$ cat src/rtl/chkpt_seq_monitor.sv
// Checkpoint-sequence monitor: synchronises and debounces a status bus, then checks
// that an ordered list of codes appears, each within a per-step cycle budget.
module chkpt_seq_monitor #(
    parameter int WIDTH      = 16,
    parameter int NUM_STEPS  = 4,
    parameter int STABLE_CYC = 4,
    parameter int TIMEOUT_W  = 24,
    parameter int SW         = $clog2(NUM_STEPS)
) (
    input  logic                       mclk,
    input  logic                       reset_n,
    input  logic [WIDTH-1:0]           status_in,
    input  logic [NUM_STEPS*WIDTH-1:0] exp_codes,
    input  logic [WIDTH-1:0]           fail_code,
    input  logic                       fail_en,
    input  logic [TIMEOUT_W-1:0]       timeout_cyc,
    input  logic                       start,
    input  logic                       abort,
    output logic                       busy,
    output logic                       started,
    output logic                       done,
    output logic                       pass,
    output logic                       fail,
    output logic                       timeout,
    output logic [SW-1:0]              cur_step,
    output logic [WIDTH-1:0]           last_code
);

    localparam int            CW        = $clog2(STABLE_CYC + 1);
    localparam logic [CW-1:0] CNT_MAX   = CW'(STABLE_CYC);
    localparam logic [CW-1:0] CNT_STB   = CW'(STABLE_CYC - 1);
    localparam logic [SW-1:0] LAST_STEP = SW'(NUM_STEPS - 1);

    typedef enum logic [1:0] {
        ST_IDLE,
        ST_WAIT,
        ST_PASS,
        ST_FAIL
    } state_e;

    // Front end: synchroniser, hold register and stability counter
    logic [WIDTH-1:0] sync1_q, sync1_d;
    logic [WIDTH-1:0] sync2_q, sync2_d;
    logic [WIDTH-1:0] hold_q, hold_d;
    logic [CW-1:0]    cnt_q, cnt_d;
    logic [WIDTH-1:0] last_code_q, last_code_d;
    logic             stb;

    // Sequencer state
    state_e                 state_q, state_d;
    logic [SW-1:0]          step_q, step_d;
    logic [TIMEOUT_W-1:0]   timer_q, timer_d;
    logic                   busy_q, busy_d;
    logic                   started_q, started_d;
    logic                   done_q, done_d;
    logic                   pass_q, pass_d;
    logic                   fail_q, fail_d;
    logic                   timeout_q, timeout_d;

    logic [WIDTH-1:0] exp_cur;
    logic             step_match;
    logic             fail_hit;
    logic             expire;
    logic             arm;
    logic             go_idle;

    // NOTE: every signal written here gets a default first, so no path can infer a latch.
    always_comb begin
        sync1_d     = status_in;
        sync2_d     = sync1_q;
        hold_d      = hold_q;
        cnt_d       = cnt_q;
        if (sync2_q != hold_q) begin
            hold_d = sync2_q;
            cnt_d  = '0;
        end else if (cnt_q != CNT_MAX) begin
            cnt_d = cnt_q + CW'(1);
        end
        // The counter saturates one past the strobe point, so a held value strobes once.
        stb         = (cnt_q == CNT_STB);
        last_code_d = stb ? hold_q : last_code_q;
    end

    always_comb begin
        exp_cur    = exp_codes[int'(step_q)*WIDTH +: WIDTH];
        step_match = stb && (hold_q == exp_cur);
        fail_hit   = stb && fail_en && (hold_q == fail_code);
        expire     = (timeout_cyc != '0) && (timer_q == timeout_cyc - TIMEOUT_W'(1));
    end

    always_comb begin
        state_d   = state_q;
        step_d    = step_q;
        timer_d   = timer_q;
        started_d = started_q;
        pass_d    = pass_q;
        fail_d    = fail_q;
        timeout_d = timeout_q;
        done_d    = 1'b0;
        arm       = 1'b0;
        go_idle   = 1'b0;

        unique case (state_q)
            ST_IDLE: begin
                arm = start && !abort;
            end
            ST_WAIT: begin
                if (abort) begin
                    go_idle = 1'b1;
                end else if (step_match) begin
                    if (step_q == '0) begin
                        started_d = 1'b1;
                    end
                    if (step_q == LAST_STEP) begin
                        state_d = ST_PASS;
                        pass_d  = 1'b1;
                        done_d  = 1'b1;
                    end else begin
                        step_d  = step_q + SW'(1);
                        timer_d = '0;
                    end
                end else if (fail_hit) begin
                    state_d = ST_FAIL;
                    fail_d  = 1'b1;
                    done_d  = 1'b1;
                end else if (expire) begin
                    state_d   = ST_FAIL;
                    fail_d    = 1'b1;
                    timeout_d = 1'b1;
                    done_d    = 1'b1;
                end else if (timer_q != '1) begin
                    timer_d = timer_q + TIMEOUT_W'(1);
                end
            end
            ST_PASS, ST_FAIL: begin
                if (abort) begin
                    go_idle = 1'b1;
                end else if (start) begin
                    arm = 1'b1;
                end
            end
            default: begin
                go_idle = 1'b1;
            end
        endcase

        // Arming and returning to idle both start the next run from a clean slate.
        if (arm || go_idle) begin
            state_d   = arm ? ST_WAIT : ST_IDLE;
            step_d    = '0;
            timer_d   = '0;
            started_d = 1'b0;
            pass_d    = 1'b0;
            fail_d    = 1'b0;
            timeout_d = 1'b0;
        end

        busy_d = (state_d == ST_WAIT);
    end

    // NOTE: state uses non-blocking assignments so all flops sample pre-edge values together.
    always_ff @(posedge mclk) begin
        if (!reset_n) begin
            sync1_q     <= '0;
            sync2_q     <= '0;
            hold_q      <= '0;
            cnt_q       <= '0;
            last_code_q <= '0;
            state_q     <= ST_IDLE;
            step_q      <= '0;
            timer_q     <= '0;
            busy_q      <= 1'b0;
            started_q   <= 1'b0;
            done_q      <= 1'b0;
            pass_q      <= 1'b0;
            fail_q      <= 1'b0;
            timeout_q   <= 1'b0;
        end else begin
            sync1_q     <= sync1_d;
            sync2_q     <= sync2_d;
            hold_q      <= hold_d;
            cnt_q       <= cnt_d;
            last_code_q <= last_code_d;
            state_q     <= state_d;
            step_q      <= step_d;
            timer_q     <= timer_d;
            busy_q      <= busy_d;
            started_q   <= started_d;
            done_q      <= done_d;
            pass_q      <= pass_d;
            fail_q      <= fail_d;
            timeout_q   <= timeout_d;
        end
    end

    assign busy      = busy_q;
    assign started   = started_q;
    assign done      = done_q;
    assign pass      = pass_q;
    assign fail      = fail_q;
    assign timeout   = timeout_q;
    assign cur_step  = step_q;
    assign last_code = last_code_q;

endmodule
$ cat config.mk
export PLATFORM = sky130hd
export DESIGN_NAME = chkpt_seq_monitor
export DESIGN_NICKNAME = d
export VERILOG_FILES = /design/src/rtl/chkpt_seq_monitor.sv
export SDC_FILE = /design/constraint.sdc
export NUM_CORES = 1
export LEC_CHECK = 0
export CORE_AREA = 2 2 108 110
export CTS_CLUSTER_DIAMETER = 50
export DETAILED_ROUTE_END_ITERATION = 8
export DIE_AREA = 0 0 110 112
export GPL_TIMING_DRIVEN = 1
export HOLD_SLACK_MARGIN = 0.06
export PLACE_DENSITY = 0.88
export SLEW_MARGIN = 20
export SYNTH_ARGS = -nofsm -noshare
export SYNTH_HDL_FRONTEND = slang
export SYNTH_SLANG_ARGS = --single-unit
$ cat constraint.sdc
create_clock -name mclk -period 5.3 [get_ports mclk]
set_clock_uncertainty 0.05 [all_clocks]
set_input_delay 0.53 -clock mclk [delete_from_list [all_inputs] [get_ports mclk]]
set_output_delay 0.53 -clock mclk [all_outputs]
set_load 0.01 [all_outputs]
-- Word-level counts from Yosys, hierarchy flattened
Cells that the tools add are included.
- input port bits: 125
- word-level logic and storage cells: 87
- bits in registers: 101
- shift-type cells: 1
- $add $sub $neg: 4
- mux-type cells: 24
- reduce and logical (&&, ||, !) cells: 23
- bitwise operators: 6
- eq/ne operators: 15
- operators by type and width (cell ; number):
    two-way mux 24 bit ; 5
    variable part select 64 x 7 -> 16 bit ; 1
    equality test 16 bit ; 2
    adder 24 x 1 -> 24 bit, second input constant ; 1
    equality test 24 bit ; 1
    inequality test 24 bit, second input constant ; 1
    nonzero test 24 bit ; 1
    subtractor 24 x 1 -> 24 bit, second input constant ; 1
    inequality test 16 bit ; 1
    AND reduction 4 bit ; 4
    two-way mux 2 bit ; 7
    two-way mux 1 bit ; 11
    equality test 2 bit, second input constant ; 3
    inequality test 2 bit, second input constant ; 3
    NOT 1 bit ; 6
    AND reduction 6 bit ; 1
    OR reduction 2 bit ; 3
    OR reduction 3 bit ; 2
    logical AND 1 bit ; 5
    AND reduction 5 bit ; 1
    equality test 2 x 1 -> 1 bit, second input constant ; 2
    zero test 2 bit ; 2
    nonzero test 2 bit ; 2
    adder 3 x 1 -> 3 bit, second input constant ; 1
    6 further kinds ; 6

-- Longest topological paths before layout
- depth after elaboration: 10
- mapped depth: 13

-- Worst setup path after synthesis
Ideal clock, no wire load.
- kind: in2reg
- from: in timeout_cyc[5]
- to: reg timer_q[19]
- path slack: 2.075 ns
- arrival time: 3.054 ns
- required time: 5.129 ns
- path buffers: 3
- stages on the path: 11
- library setup time: 0.121 ns
- cell sequence: buf_6 nor4_4 nand4_4 or3_1 a32oi_1 o31ai_1 and4_1 buf_6 buf_6 nor4_1 mux2_2
- cells in the longest elaborated chain, start to end: 5
- ends and longest elaborated chain (item ; RTL line ; text):
    start, declared ; 16 ; input logic [TIMEOUT_W-1:0] timeout_cyc,
    subtractor 24 x 1 -> 24 bit ; 88 ; expire = (timeout_cyc != '0) && (timer_q == timeout_cyc - TIMEOUT_W'(1));
    equality test 24 bit ; 88 ;
    logical AND 1 bit * ; 88 ;
    inequality test 2 bit (no line) * ; n/a ;
    AND reduction 6 bit (no line) * ; n/a ;
    end signal, assigned ; 186 ; timer_q <= timer_d;
    end, declared ; 52 ; logic [TIMEOUT_W-1:0] timer_q, timer_d;
Every way passes the cells marked *; elsewhere a longest branch is shown, timed or not.
A chain may end at the register's enable or synchronous reset.

-- Worst setup path after layout
- from: in timeout_cyc[0]
- to: reg timer_q[19]
The elaborated chain is that of the path after synthesis.

==> metrics.cfg <==
[sta]
setup-tns-final_ns=0
slew_headroom_pct=30.41
fmax_mhz=259.1
rsz0062_at_grt=no
worstMarginPinSlew_ns=1.042
finalCriticalPeriod_ns=3.859
setup_viol=0
min_period_over_period_pct=72.81
report.final.hold_viol_count=0
drv_slew=0

[yosys]
synth_top_family_by_area=simple AND/OR/NAND/NOR gates
yosys_most_used_dff=dfxtp_1
async_flop_share_pct=0
synth_edf_count=0
synth_adder_area_share_pct=1.479
syn-cell-area_um2=5921
ys_ff_latch=101
synth_mux_area_share_pct=9.320
syn_area_per_cell_um2=9.123
synth-compound-area-share_pct=12.07
ys_types=70
syn-instance-count=649
yosysWarnings=0
yosysSeqAreaShare_pct=34.15
synthSimpleGateAreaFrac_pct=27.85
synth_xor_area_share_pct=10.95
syn-num-nets=781

[run_status]
status=complete, no violations

[worst_hold_path]
holdCritPathClass=register to register

[detailed_routing]
wl_per_cell_um=17.98
avgViaCountPerCell=6.001
route.detailed.drc=0
ant_nets=0
routed_wl_um=16650
vias=5557
dr.pass1.iters=5
initialDrtViolationCount=379

[clock_tree]
ctsHtreeMaxLevel=3
clock_sinks=101
path_clk_slew_ns=0.08
cts_root_buffer=clkbuf_16
numCtsBuffers=9
clk_latency_ns=0.35
cts_buffer_depth=2
cts_hold_buf=0
cts_tree=yes
post_cts_buffers=0
postCtsResizedCells=0

[critical_path]
r2r_end=timer_q[7]$_SDFFE_PP0P_
end_kind=register
critPathMaxFanout=46
critPathRequiredTime_ns=5.48
path_cells=clkdlybuf4s50_1 -> inv_1 -> ha_1 -> or3b_2 -> o41ai_1 -> o22ai_1 -> nor4_2 -> and4_1 -> buf_4 -> nor4_1 -> mux2_2
crit_type=input port to register
rr_startpoint=cur_step[0]$_SDFFE_PP0P_
worstPathArrival_ns=4.04
crit_start=timeout_cyc[0]
r2r_slack_ns=1.46
cpPeakStageDelay_ns=0.66
crit_end=timer_q[19]$_SDFFE_PP0P_
r2r_cells=8
cp-start-kind=input port
crit_slowest_cell=o41ai_1

[floorplanning]
start_util_pct=52.98
die_w_um=110
die_h_um=112
num_rows=39
die-area_um2=12320
io_pins=149
core-area_um2=11170

[grt]
grt_usage_pct=27.56
first_global_vias=5638
grt_max_degree=67
grt_pass1_wl_um=26780
antenna_found_initial=0
overflow=0

[final_layout]
final_layout_size_suffix_gt1_share_pct=6.513
utilization_pct=69.17
diodes=0
fill_cells=803
fin_nets=910
areaGrowthSynthToFinish_pct=30.56

[placed_design]
place_hpwl_um=12570
gp_congestion=0.9377
io_buffer_count=148

[pwr]
p_leak_nw=2.541
cellPowerDensity_nw_per_um2=215.8
peakVddDrop_mv=0.2102

[run]
drv_cap=0

==> routing by layer <==
layer | vias up | GRT usage (%) | wire length (um)
li1 | 2645 | - | -
met1 | 2591 | 31.63 | 6382
met2 | 261 | 48.47 | 8376
met3 | 60 | 5.621 | 1226
met4 | 0 | 12.24 | 667
met5 | - | 0 | 0
==> state kept, by name (all words and copies together), names as in the netlist <==
| signal | count |
|---|---|
| busy | 1 |
| cnt_q | 3 |
| cur_step | 2 |
| done | 1 |
| fail | 1 |
| hold_q | 16 |
| last_code | 16 |
| pass | 1 |
| started | 1 |
| state_q | 2 |
| sync1_q | 16 |
| sync2_q | 16 |
| timeout | 1 |
| timer_q | 24 |
==> logic make-up after synthesis <==
group,count (synthesis)
AND/OR/NAND/NOR,268
AO/OA/AOI/OAI,106
flip-flops,101
XOR/XNOR,74
buffers and inverters,52
multiplexers,41
adder cells (fa/ha/maj),7
==> area by class of cell <==
class | instances | area, um^2 | share of cell area, %
clock buffers | 9 | 225.2 | 2.914
flip-flops and latches | 101 | 2023 | 26.17
clock inverters | 7 | 65.06 | 0.8417
multi-input cells | 496 | 3651 | 47.23
well taps | 143 | 178.9 | 2.315
repair buffers | 154 | 1526 | 19.75
inverters | 16 | 60.06 | 0.7770
==> worst max-delay path, delay by kind of cell <==
family	cells	cell delay, ns
simple gates	4	1.14
mux	1	0.29
fa+ha+maj	1	0.22
buf+inv	3	1.01
compound gates	2	0.84
==> Yosys cell counts (9+ instances only) <==
| master | instances | area, um^2 |
|---|---|---|
| and3_1 | 9 | 56.30 |
| nor2b_1 | 22 | 137.6 |
| nor3_1 | 11 | 55.05 |
| o31ai_1 | 23 | 172.7 |
| and2_1 | 51 | 319.1 |
| inv_1 | 16 | 60.06 |
| xor2_1 | 25 | 219.0 |
| or4_1 | 23 | 172.7 |
| dfxtp_1 | 101 | 2022 |
| a21oi_1 | 35 | 175.2 |
| mux4_2 | 11 | 247.7 |
| nand4_1 | 17 | 106.4 |
| nor4_1 | 10 | 62.56 |
| nand3_1 | 26 | 130.1 |
| mux2i_1 | 27 | 270.3 |
| nand2_1 | 27 | 101.4 |
| nor2_1 | 26 | 97.59 |
| clkbuf_1 | 23 | 86.33 |
| xnor2_1 | 49 | 429.2 |
==> cell usage in the layout (no fill, tap or decap), types with 3 or more instances in the layout <==
master | synthesis | routed
nor2b_1 | 22 | 22
mux2i_1 | 27 | 27
buf_4 | 0 | 6
inv_6 | 0 | 4
ha_1 | 7 | 7
dfxtp_1 | 101 | 100
nor2_1 | 26 | 26
and2_1 | 51 | 51
nand2b_1 | 6 | 6
nor4b_1 | 4 | 4
nand4_1 | 17 | 17
mux4_2 | 11 | 11
a211oi_1 | 5 | 5
mux2_2 | 3 | 3
nor4_1 | 10 | 10
and3_1 | 9 | 9
inv_1 | 16 | 16
nor3b_1 | 4 | 4
or3_1 | 8 | 8
or4_1 | 23 | 23
nand4b_1 | 5 | 5
o31a_1 | 4 | 4
nor3_1 | 11 | 11
xnor2_1 | 49 | 49
clkdlybuf4s50_1 | 0 | 148
a21oi_1 | 35 | 35
o31ai_1 | 23 | 23
clkbuf_16 | 0 | 9
o22ai_1 | 5 | 5
o21ai_0 | 6 | 6
xor2_1 | 25 | 25
nand2_1 | 27 | 27
nand3_1 | 26 | 26
==> how the worst min path moves through the flow <==
stage               depth (start not counted)                  start                    end
CTS                                         1  sync1_q[6]$_SDFF_PN0_  sync2_q[6]$_SDFF_PN0_
global placement                            1  sync1_q[7]$_SDFF_PN0_  sync2_q[7]$_SDFF_PN0_
global route                                1  sync1_q[7]$_SDFF_PN0_  sync2_q[7]$_SDFF_PN0_
detailed placement                          1  sync1_q[6]$_SDFF_PN0_  sync2_q[6]$_SDFF_PN0_
floorplan                                   1  sync1_q[0]$_SDFF_PN0_  sync2_q[0]$_SDFF_PN0_
finish                                      1  sync1_q[6]$_SDFF_PN0_  sync2_q[6]$_SDFF_PN0_
==> metrics by stage <==
stage	hold slack, ns	cell area (um^2)	power [mW]	setup slack [ns]	std cells
after floorplan	0.3619	5921	0.9093	2.075	649
after global placement	0.3634	7438	1.033	1.285	910
after detailed placement	0.3669	7438	1.040	1.137	910
after CTS	0.3870	7729	1.669	1.483	926
after global routing	0.3979	7730	1.720	1.173	926
final	0.3858	7730	1.669	1.441	926
==> power breakdown <==
group	total [mW]	internal (mW)	switching, mW
registers	0.788	0.774	0.0142
logic	0.239	0.141	0.0979
clock network	0.642	0.330	0.312
(Power assumes the default switching activity.)
